<file path="config.mk">
export PLATFORM = sky130hd
export DESIGN_NAME = studio_mem_arbiter_flat
export DESIGN_NICKNAME = d
export VERILOG_FILES = /design/src/rtl/studio_mem_arbiter_if.sv /design/src/rtl/studio_mem_arbiter.sv /design/src/flat_wrapper.sv
export SDC_FILE = /design/constraint.sdc
export NUM_CORES = 1
export LEC_CHECK = 0
export BUFFER_PORTS_ARGS = -buffer_cell sky130_fd_sc_hd__buf_2
export CORE_MARGIN = 2
export CORE_UTILIZATION = 25
export DETAILED_ROUTE_END_ITERATION = 8
export SYNTH_ARGS = -nofsm -noshare
export SYNTH_HDL_FRONTEND = slang
export SYNTH_SLANG_ARGS = --single-unit
</file>
<file path="constraint.sdc">
create_clock -name clk -period 1.69 [get_ports clk]
set_input_delay 0.2535 -clock clk [delete_from_list [all_inputs] [get_ports clk]]
set_output_delay 0.2535 -clock clk [all_outputs]
set_load 0.01 [all_outputs]
</file>
<file path="src/rtl/studio_mem_arbiter_if.sv">
// rtl/studio_mem_arbiter_if.sv - single-port byte-wide BRAM bus between the Studio II arbiter and its RAM
interface studio_mem_arbiter_if;
    logic [11:0] mem_addr;
    logic        mem_we;
    logic [7:0]  mem_din;
    logic [7:0]  mem_dout;

    modport master (
        output mem_addr,
        output mem_we,
        output mem_din,
        input  mem_dout
    );

    modport slave (
        input  mem_addr,
        input  mem_we,
        input  mem_din,
        output mem_dout
    );
endinterface

</file>
<file path="src/rtl/studio_mem_arbiter.sv">
// rtl/studio_mem_arbiter.sv - Studio II BRAM arbiter (DMA > download > CPU) and CPU hold sequencer
// Optional download checksum built only when STUDIO_DL_CHECKSUM_EN is defined.
module studio_mem_arbiter #(
    parameter logic [7:0]  ROM_INDEX   = 8'd0,
    parameter logic [7:0]  CART_INDEX  = 8'd1,
    parameter logic [11:0] ROM_SIZE    = 12'h400,
    parameter logic [11:0] CART_BASE   = 12'h400,
    parameter logic [11:0] CART_SIZE   = 12'h400,
    parameter logic [11:0] RAM_BASE    = 12'h800,
    parameter int          HOLD_CYCLES = 64
) (
    input  logic        clk,
    input  logic        reset,
    input  logic        ioctl_download_i,
    input  logic [7:0]  ioctl_index_i,
    input  logic        ioctl_wr_i,
    input  logic [24:0] ioctl_addr_i,
    input  logic [7:0]  ioctl_dout_i,
    output logic        ioctl_wait_o,
    input  logic        dma_req_i,
    input  logic [11:0] dma_addr_i,
    output logic        dma_ack_o,
    output logic [7:0]  dma_dout_o,
    input  logic        cpu_req_i,
    input  logic        cpu_we_i,
    input  logic [11:0] cpu_addr_i,
    input  logic [7:0]  cpu_din_i,
    output logic        cpu_ack_o,
    output logic [7:0]  cpu_dout_o,
    output logic        cpu_halt_o,
    studio_mem_arbiter_if.master mem,
    output logic [7:0]  dl_checksum_o
);

    localparam int CW = $clog2(HOLD_CYCLES + 1);
    localparam logic [CW-1:0] HOLD_RELOAD = CW'(HOLD_CYCLES);

    typedef enum logic [1:0] {
        ST_HOLD = 2'd0,
        ST_LOAD = 2'd1,
        ST_RUN  = 2'd2
    } state_e;

    state_e          state_q, state_d;
    logic [CW-1:0]   cnt_q, cnt_d;
    logic            cpu_run;

    logic            buf_valid_q, buf_valid_d;
    logic [11:0]     buf_addr_q, buf_addr_d;
    logic [7:0]      buf_data_q, buf_data_d;

    logic            map_rom, map_cart, dl_accept;
    logic [11:0]     map_addr;

    logic            gnt_dma, gnt_dl, gnt_cpu;
    logic            s1_dma_q, s1_dl_q, s1_cpu_q;
    logic            dma_ack_q, cpu_ack_q;

    logic [11:0]     mem_addr_q, mem_addr_d;
    logic            mem_we_q, mem_we_d;
    logic [7:0]      mem_din_q, mem_din_d;

    // Sequencer: state register
    always_ff @(posedge clk) begin
        if (reset) begin
            state_q <= ST_HOLD;
            cnt_q   <= HOLD_RELOAD;
        end else begin
            state_q <= state_d;
            cnt_q   <= cnt_d;
        end
    end

    // Sequencer: next state; a download always wins over finishing the hold
    always_comb begin
        state_d = state_q;
        cnt_d   = cnt_q;
        unique case (state_q)
            ST_HOLD: begin
                if (ioctl_download_i) begin
                    state_d = ST_LOAD;
                end else begin
                    cnt_d = cnt_q - CW'(1);
                    if (cnt_q <= CW'(1)) begin
                        state_d = ST_RUN;
                    end
                end
            end
            ST_LOAD: begin
                if (!ioctl_download_i && !buf_valid_q) begin
                    state_d = ST_HOLD;
                    cnt_d   = HOLD_RELOAD;
                end
            end
            ST_RUN: begin
                if (ioctl_download_i) begin
                    state_d = ST_LOAD;
                end
            end
            default: begin
                state_d = ST_HOLD;
                cnt_d   = HOLD_RELOAD;
            end
        endcase
    end

    // Sequencer: outputs
    always_comb begin
        cpu_run    = (state_q == ST_RUN);
        cpu_halt_o = !cpu_run;
    end

    // Image byte mapping; unmapped strobes never touch the buffer
    always_comb begin
        map_rom   = (ioctl_index_i == ROM_INDEX)  && (ioctl_addr_i < 25'(ROM_SIZE));
        map_cart  = (ioctl_index_i == CART_INDEX) && (ioctl_addr_i < 25'(CART_SIZE));
        map_addr  = map_rom ? ioctl_addr_i[11:0] : (CART_BASE + ioctl_addr_i[11:0]);
        dl_accept = ioctl_wr_i && !buf_valid_q && (map_rom || map_cart);
    end

    // A requester whose access was granted last cycle is masked for one cycle
    always_comb begin
        gnt_dma = dma_req_i && !s1_dma_q;
        gnt_dl  = !gnt_dma && buf_valid_q && !s1_dl_q;
        gnt_cpu = !gnt_dma && !gnt_dl && cpu_req_i && cpu_run && !s1_cpu_q;
    end

    always_comb begin
        buf_valid_d = buf_valid_q;
        buf_addr_d  = buf_addr_q;
        buf_data_d  = buf_data_q;
        if (gnt_dl) begin
            buf_valid_d = 1'b0;
        end else if (dl_accept) begin
            buf_valid_d = 1'b1;
            buf_addr_d  = map_addr;
            buf_data_d  = ioctl_dout_i;
        end
    end

    always_comb begin
        mem_addr_d = mem_addr_q;
        mem_we_d   = 1'b0;
        mem_din_d  = mem_din_q;
        if (gnt_dma) begin
            mem_addr_d = dma_addr_i;
        end else if (gnt_dl) begin
            mem_addr_d = buf_addr_q;
            mem_we_d   = 1'b1;
            mem_din_d  = buf_data_q;
        end else if (gnt_cpu) begin
            mem_addr_d = cpu_addr_i;
            mem_we_d   = cpu_we_i && (cpu_addr_i >= RAM_BASE);
            mem_din_d  = cpu_din_i;
        end
    end

    always_ff @(posedge clk) begin
        if (reset) begin
            buf_valid_q <= 1'b0;
            buf_addr_q  <= 12'h000;
            buf_data_q  <= 8'h00;
            mem_addr_q  <= 12'h000;
            mem_we_q    <= 1'b0;
            mem_din_q   <= 8'h00;
            s1_dma_q    <= 1'b0;
            s1_dl_q     <= 1'b0;
            s1_cpu_q    <= 1'b0;
            dma_ack_q   <= 1'b0;
            cpu_ack_q   <= 1'b0;
        end else begin
            buf_valid_q <= buf_valid_d;
            buf_addr_q  <= buf_addr_d;
            buf_data_q  <= buf_data_d;
            mem_addr_q  <= mem_addr_d;
            mem_we_q    <= mem_we_d;
            mem_din_q   <= mem_din_d;
            s1_dma_q    <= gnt_dma;
            s1_dl_q     <= gnt_dl;
            s1_cpu_q    <= gnt_cpu;
            dma_ack_q   <= s1_dma_q;
            cpu_ack_q   <= s1_cpu_q;
        end
    end

    assign mem.mem_addr = mem_addr_q;
    assign mem.mem_we   = mem_we_q;
    assign mem.mem_din  = mem_din_q;

    // BRAM read data is valid in the ack cycle; outside it the data ports read zero
    assign ioctl_wait_o = buf_valid_q;
    assign dma_ack_o    = dma_ack_q;
    assign cpu_ack_o    = cpu_ack_q;
    assign dma_dout_o   = dma_ack_q ? mem.mem_dout : 8'h00;
    assign cpu_dout_o   = cpu_ack_q ? mem.mem_dout : 8'h00;

`ifdef STUDIO_DL_CHECKSUM_EN
    logic [7:0] sum_q, sum_d;
    logic       dl_prev_q;

    always_comb begin
        sum_d = (ioctl_download_i && !dl_prev_q) ? 8'h00 : sum_q;
        if (dl_accept) begin
            sum_d = sum_d + ioctl_dout_i;
        end
    end

    always_ff @(posedge clk) begin
        if (reset) begin
            sum_q     <= 8'h00;
            dl_prev_q <= 1'b0;
        end else begin
            sum_q     <= sum_d;
            dl_prev_q <= ioctl_download_i;
        end
    end

    assign dl_checksum_o = sum_q;
`else
    assign dl_checksum_o = 8'h00;
`endif

endmodule

</file>
<file path="src/flat_wrapper.sv">
// flat-port wrapper written by rule: the top's interface ports become plain ports
module studio_mem_arbiter_flat 
#(
    parameter logic [7:0]  ROM_INDEX   = 8'd0,
    parameter logic [7:0]  CART_INDEX  = 8'd1,
    parameter logic [11:0] ROM_SIZE    = 12'h400,
    parameter logic [11:0] CART_BASE   = 12'h400,
    parameter logic [11:0] CART_SIZE   = 12'h400,
    parameter logic [11:0] RAM_BASE    = 12'h800,
    parameter int          HOLD_CYCLES = 64
)
  (clk, reset, ioctl_download_i, ioctl_index_i, ioctl_wr_i, ioctl_addr_i, ioctl_dout_i, ioctl_wait_o, dma_req_i, dma_addr_i, dma_ack_o, dma_dout_o, cpu_req_i, cpu_we_i, cpu_addr_i, cpu_din_i, cpu_ack_o, cpu_dout_o, cpu_halt_o, dl_checksum_o, mem_mem_addr, mem_mem_we, mem_mem_din, mem_mem_dout);
  studio_mem_arbiter_if mem_i ();
  input  logic clk;
  input  logic reset;
  input  logic ioctl_download_i;
  input  logic [7:0] ioctl_index_i;
  input  logic ioctl_wr_i;
  input  logic [24:0] ioctl_addr_i;
  input  logic [7:0] ioctl_dout_i;
  output logic ioctl_wait_o;
  input  logic dma_req_i;
  input  logic [11:0] dma_addr_i;
  output logic dma_ack_o;
  output logic [7:0] dma_dout_o;
  input  logic cpu_req_i;
  input  logic cpu_we_i;
  input  logic [11:0] cpu_addr_i;
  input  logic [7:0] cpu_din_i;
  output logic cpu_ack_o;
  output logic [7:0] cpu_dout_o;
  output logic cpu_halt_o;
  output logic [7:0] dl_checksum_o;
  output wire logic [$bits(mem_i.mem_addr)-1:0] mem_mem_addr;
  output wire logic [$bits(mem_i.mem_we)-1:0] mem_mem_we;
  output wire logic [$bits(mem_i.mem_din)-1:0] mem_mem_din;
  input wire logic [$bits(mem_i.mem_dout)-1:0] mem_mem_dout;
  assign mem_mem_addr = mem_i.mem_addr;
  assign mem_mem_we = mem_i.mem_we;
  assign mem_mem_din = mem_i.mem_din;
  assign mem_i.mem_dout = mem_mem_dout;
  studio_mem_arbiter #(.ROM_INDEX(ROM_INDEX), .CART_INDEX(CART_INDEX), .ROM_SIZE(ROM_SIZE), .CART_BASE(CART_BASE), .CART_SIZE(CART_SIZE), .RAM_BASE(RAM_BASE), .HOLD_CYCLES(HOLD_CYCLES)) u_core (.clk(clk), .reset(reset), .ioctl_download_i(ioctl_download_i), .ioctl_index_i(ioctl_index_i), .ioctl_wr_i(ioctl_wr_i), .ioctl_addr_i(ioctl_addr_i), .ioctl_dout_i(ioctl_dout_i), .ioctl_wait_o(ioctl_wait_o), .dma_req_i(dma_req_i), .dma_addr_i(dma_addr_i), .dma_ack_o(dma_ack_o), .dma_dout_o(dma_dout_o), .cpu_req_i(cpu_req_i), .cpu_we_i(cpu_we_i), .cpu_addr_i(cpu_addr_i), .cpu_din_i(cpu_din_i), .cpu_ack_o(cpu_ack_o), .cpu_dout_o(cpu_dout_o), .cpu_halt_o(cpu_halt_o), .mem(mem_i), .dl_checksum_o(dl_checksum_o));
endmodule
</file>
; ---- Word level (Yosys, flattened, before mapping)
; Cells that the tools add are included.
[totals]
reg_bits = 56
input_bits = 88
[op_classes]
addsub = 2
magnitude_cmp = 3
eq_ne = 7
n_mux = 18
bitwise_logic = 3
n_reduce_logical = 32
[op_table]
columns = op, count
row1 = 12-bit 2-to-1 mux, 4
row2 = 8-bit 2-to-1 mux, 4
row3 = "25-bit by 11-bit less-than comparator with 1-bit output, second input constant", 1
row4 = 7-bit case mux with 3 select lines, 1
row5 = 7-bit 2-to-1 mux, 2
row6 = 1-bit logical AND, 13
row7 = "11-bit by 12-bit adder with 12-bit output, first input constant", 1
row8 = "12-bit >= comparator, second input constant", 1
row9 = "8-bit by 1-bit equality test with 1-bit output, second input constant", 1
row10 = 1-bit logical NOT, 8
row11 = 8-bit logical NOT, 1
row12 = 2-bit 2-to-1 mux, 4
row13 = "7-bit by 1-bit <= comparator with 1-bit output, second input constant", 1
row14 = "7-bit by 1-bit subtractor with 7-bit output, second input constant", 1
row15 = 2-bit case mux with 3 select lines, 1
row16 = 3-bit AND reduction, 2
row17 = "2-bit inequality test, second input constant", 2
row18 = 2-bit AND reduction, 2
row19 = 2-bit OR reduction, 2
row20 = "3-bit by 2-bit inequality test with 1-bit output, second input constant", 1
row21 = 1-bit NOT, 3
row22 = 3-bit nonzero test, 1
row23 = "2-bit by 1-bit equality test with 1-bit output, second input constant", 1
row24 = "2-bit equality test, second input constant", 1
row25 = other kinds (5), 6

; ---- Depth between registers and ports, before layout
[depth]
depth_word = 13
depth_mapped = 6
depth_no_buf = 5

; ---- Worst setup path before layout
; No wires, ideal clock.
[synth_timing]
path_kind = register to register
startpoint = register u_core.buf_valid_q, in the netlist u_core.ioctl_wait_o
endpoint = register u_core.buf_addr_q[8]
setup_time_ns = 0.132
t_arrival_ns = 1.315
slack_ns = 0.243
stages_incl_launch_ff = 6
n_path_buf = 1
cell_sequence = dfxtp_1 > nor4_2 > nand4_2 > buf_2 > o21ai_1 > a21oi_1
[synth_between]
elab_chain_cells = 4
word_cells_on_any_way = 7
classes_between = bitwise: 1 / reduce/logical: 6
[synth_rtl]
columns = item, line_no
row1 = from (decl), studio_mem_arbiter.sv:48  ; logic buf_valid_q, buf_valid_d;
row2 = from (signal assigned), studio_mem_arbiter.sv:172  ; buf_valid_q <= buf_valid_d;
row3 = 1-bit logical NOT or 1-bit logical AND (tied branches), "studio_mem_arbiter.sv:118, studio_mem_arbiter.sv:124"
row4 = 1-bit logical AND (on tied branches), "studio_mem_arbiter.sv:118, studio_mem_arbiter.sv:124"
row5 = 1-bit logical AND or 1-bit NOT (tied branches), --
row6 = 2-bit AND reduction (no source line) (*), --
row7 = to (signal assigned), studio_mem_arbiter.sv:173  ; buf_addr_q <= buf_addr_d;
row8 = to (decl), studio_mem_arbiter.sv:49  ; logic [11:0] buf_addr_q, buf_addr_d;
; Mark *: on every way between the ends. The rest lies on a longest branch, timed or not.
; A chain may end at the register's enable or synchronous reset.

; ---- Final worst setup path
[layout_timing]
startpoint = register u_core.buf_valid_q, in the netlist u_core.ioctl_wait_o
endpoint = register u_core.mem_addr_q[6], in the netlist u_core.mem.mem_addr[6]
[layout_between]
elab_chain_cells = 8
word_cells_on_any_way = 10
classes_between = mux: 2 / reduce/logical: 8
[layout_rtl]
columns = item, line_no
row1 = 1-bit logical AND (*) (2 in a row), studio_mem_arbiter.sv:124  ; gnt_dl = !gnt_dma && buf_valid_q && !s1_dl_q;
row2 = 1-bit logical NOT, studio_mem_arbiter.sv:125  ; gnt_cpu = !gnt_dma && !gnt_dl && cpu_req_i && cpu_run && !s1_cpu_q;
row3 = 1-bit logical AND (4 in a row), studio_mem_arbiter.sv:125
row4 = 3-bit nonzero test (no source line), --
row5 = to (signal assigned), studio_mem_arbiter.sv:175  ; mem_addr_q <= mem_addr_d;
row6 = to (decl), studio_mem_arbiter.sv:59  ; logic [11:0] mem_addr_q, mem_addr_d;
; Marks and branches as above.

==> impl_metrics.csv <==
group,metric,value,unit
route,first_pass_iters,4,
clock_network,clock-sinks,56,
floorplan,num_rows,37,
route,vias,2811,
route,vias_per_cell,4.72,
route,drt_wl_total,8100,um
sta,grt_setup_unrepaired,"no",
power,max-vdd-ir-drop,249,uV
synth,avgSynthCellArea,8.00,sq um
floorplan,chipHeight,108,um
clock_network,cts_tree,"done",
min_path,hold_class,"in -> reg",
clock_network,ctsHoldBuffers,0,
setup_path,crit_type,"reg -> reg",
synth,synth_cell_types,44,
synth,yosys_warnings,0,
sta,worst_clock_skew,0.00499,ns
global_routing,grt-ovfl-total,0,
setup_path,start_kind,"register",
power,p_int,1.84,mW
global_routing,grt_first_pass_wirelength,12900,um
clock_network,clockRootBuffer,"clkbuf_8",
final_layout,drive_above_1_share,34.4,%
sta,min_period,1.53,ns
power,p_total,2.50,mW
global_routing,track_usage,13.9,%
clock_network,cts-resized-gates,0,
global_routing,grt_max_degree,22,
route,wl_per_cell,13.6,um
floorplan,core,10400,sq um
route,drc,0,
clock_network,cts_setup_buffers,0,
power,powerDensity,701,nW/um^2
setup_path,required,1.93,ns
clock_network,cts_buffers,5,
setup_path,endpoint_kind,"register",
synth,syn-instance-count,335,
sta,setup_viol,0,
floorplan,die_area,11600,sq um
final_layout,seqCellArea,1120,sq um
synth,synth_seq_area_share,41.8,%
power,power.switching,655,uW
floorplan,io-pin-count,137,
outcome,status,"completed",
final_layout,nNetsFinal,549,
placed_design,port_buffers,128,
floorplan,die_w,108,um
power,pwr-share-seq,56.3,%
setup_path,cp.arrival,1.77,ns
power,p_leak,1.57,nW
sta,period_share,90.7,%
final_layout,layout_commonest_cell,"buf_2",
floorplan,start_util,25.8,%
clock_network,h-tree-depth,2,
job,drv_cap,0,
final_layout,syn_to_final_growth,33.0,%
setup_path,cp_max_fo,21,
clock_network,insertion_delay,0.30,ns
route,postRouteAntennaNets,0,
sta,fin_setup_tns,0,ns
placed_design,gp_congestion,0.763,
sta,drv_slew,0,
final_layout,multi_input_area,1390,sq um
route,drtIter0Drc,122,
synth,synth.cell_area,2680,sq um
final_layout,n_antenna_cell,0,
power,power_frac_clock,27.9,%
global_routing,antenna_found_initial,0,
power,switching_share,26.2,%
global_routing,grt_pass1_vias,2684,
clock_network,clkSlewWorstSetupHoldPaths,0.09,ns
placed_design,dpl.hpwl,6270,um
sta,hold_violations,0,
final_layout,final_cell_mix,"buf_2 (128), dfxtp_1 (55), nand2_1 (45)",
final_layout,n_fill_cell,1131,
synth,ys_ff_latch,56,
sta,fmax,652,MHz
clock_network,cts_buffer_depth,2,
power,combPwrFrac,15.8,%
[flip-flops by register name, summed over array words and instances (netlist names)]
signal	count
u_core.cnt_q	7
u_core.buf_addr_q	12
u_core.s1_dl_q	1
u_core.cpu_ack_o	1
u_core.state_q	2
u_core.mem.mem_we	1
u_core.mem.mem_addr	12
u_core.s1_cpu_q	1
u_core.mem.mem_din	8
u_core.dma_ack_o	1
u_core.ioctl_wait_o	1
u_core.buf_data_q	8
u_core.s1_dma_q	1
[synthesized netlist by cell type]
master,number,area share [%]
a211oi_1,1,0.28
a21o_1,4,1.1
a21oi_1,36,6.7
a21oi_2,1,0.33
a22oi_1,3,0.84
a311o_1,9,3.4
a311oi_1,8,2.6
a31oi_1,1,0.23
and2_1,17,4.0
and2b_2,1,0.33
and3b_1,1,0.33
and4_1,1,0.33
and4bb_4,1,0.61
buf_2,7,1.3
buf_4,10,2.8
buf_6,2,0.84
clkbuf_1,14,2.0
conb_1,1,0.14
dfxtp_1,56,42
ha_1,2,0.93
inv_1,3,0.42
nand2_1,45,6.3
nand2b_1,3,0.70
nand3_1,29,5.4
nand4_1,1,0.23
nand4_2,1,0.47
nand4b_1,1,0.33
nor2_1,26,3.6
nor2b_1,3,0.70
nor3_1,3,0.56
nor3_2,1,0.37
nor3b_1,1,0.28
nor4_1,8,1.9
nor4_2,1,0.47
nor4b_1,1,0.33
o2111ai_1,1,0.33
o211ai_1,2,0.56
o21ai_0,11,2.1
o21ai_1,11,2.1
o21bai_1,1,0.28
or2_2,1,0.23
or3_1,1,0.23
or3b_1,1,0.33
xor2_1,3,0.98
[power groups by stage]
stage | logic, mW | registers, mW | clock network [mW]
3_3_place_gp | 0.391 | 1.44 | 0
4_1_cts | 0.398 | 1.41 | 0.728
6_report | 0.396 | 1.41 | 0.697
3_5_place_dp | 0.396 | 1.44 | 0
5_1_grt | 0.444 | 1.42 | 0.766
2_1_floorplan | 0.222 | 1.44 | 0
[cells by family (layout without fill, tap and decap cells)]
family / after synthesis / after routing / share of synthesized area [%]
AOI/OAI and AO/OA: 89 / 89 / 20.8
DFF: 56 / 56 / 41.8
adders and majority gates: 2 / 2 / 0.934
buffers and inverters: 36 / 153 / 7.33
other: 1 / 8 / 0.140
xor gates and xnor gates: 3 / 3 / 0.981
and+or+nand+nor: 148 / 148 / 28.0
[layout make-up]
| cell class | instances | share of cell area [%] |
|---|---|---|
| multi-input cells | 250 | 39.1 |
| flip-flops and latches | 56 | 31.5 |
| repair buffers | 143 | 22.2 |
| well taps | 136 | 4.77 |
| clock buffers | 6 | 2.04 |
| inverters | 3 | 0.316 |
| clock inverters | 1 | 0.140 |
[path summary, 6_finish.rpt]
path	startpoint	endpoint	slack, ns	cells after the start
max	u_core.ioctl_wait_o	u_core.mem.mem_addr[6]	0.16	5
min	ioctl_dout_i[6]	u_core.buf_data_q[6]	0.19	3
min reg2reg	u_core.mem.mem_addr[9]	u_core.mem.mem_addr[9]	0.46	2
max reg2reg	u_core.ioctl_wait_o	u_core.mem.mem_addr[6]	0.16	5
[per-layer routing]
metal	wire length, um	vias up	track usage (%)
met5	0	-	0
met4	108	0	4.40
met3	579	8	2.48
met2	3720	117	22.8
met1	3690	1269	18.4
li1	-	1417	-
[worst max-delay path, stage by stage, from the launching register on]
cell	delay [ns]
dfxtp_1	0.49
and2b_2	0.33
nor3_2	0.08
buf_12	0.16
a311o_1	0.27
a21oi_1	0.14
[per-stage QoR]
step                hold WS [ns]  worst slack (ns)  std cells  utilization (%)  area, sq um
finish                     0.193             0.157        595             34.4         3560
CTS                        0.182             0.133        595             34.3         3560
global placement           0.443             0.129        588             33.6         3480
detailed placement         0.452            0.0676        588             33.6         3480
floorplan                  0.332             0.243        342                -         2710
global route               0.195            0.0248        595             34.4         3560
No activity file was read; power rests on OpenSTA's default activity.
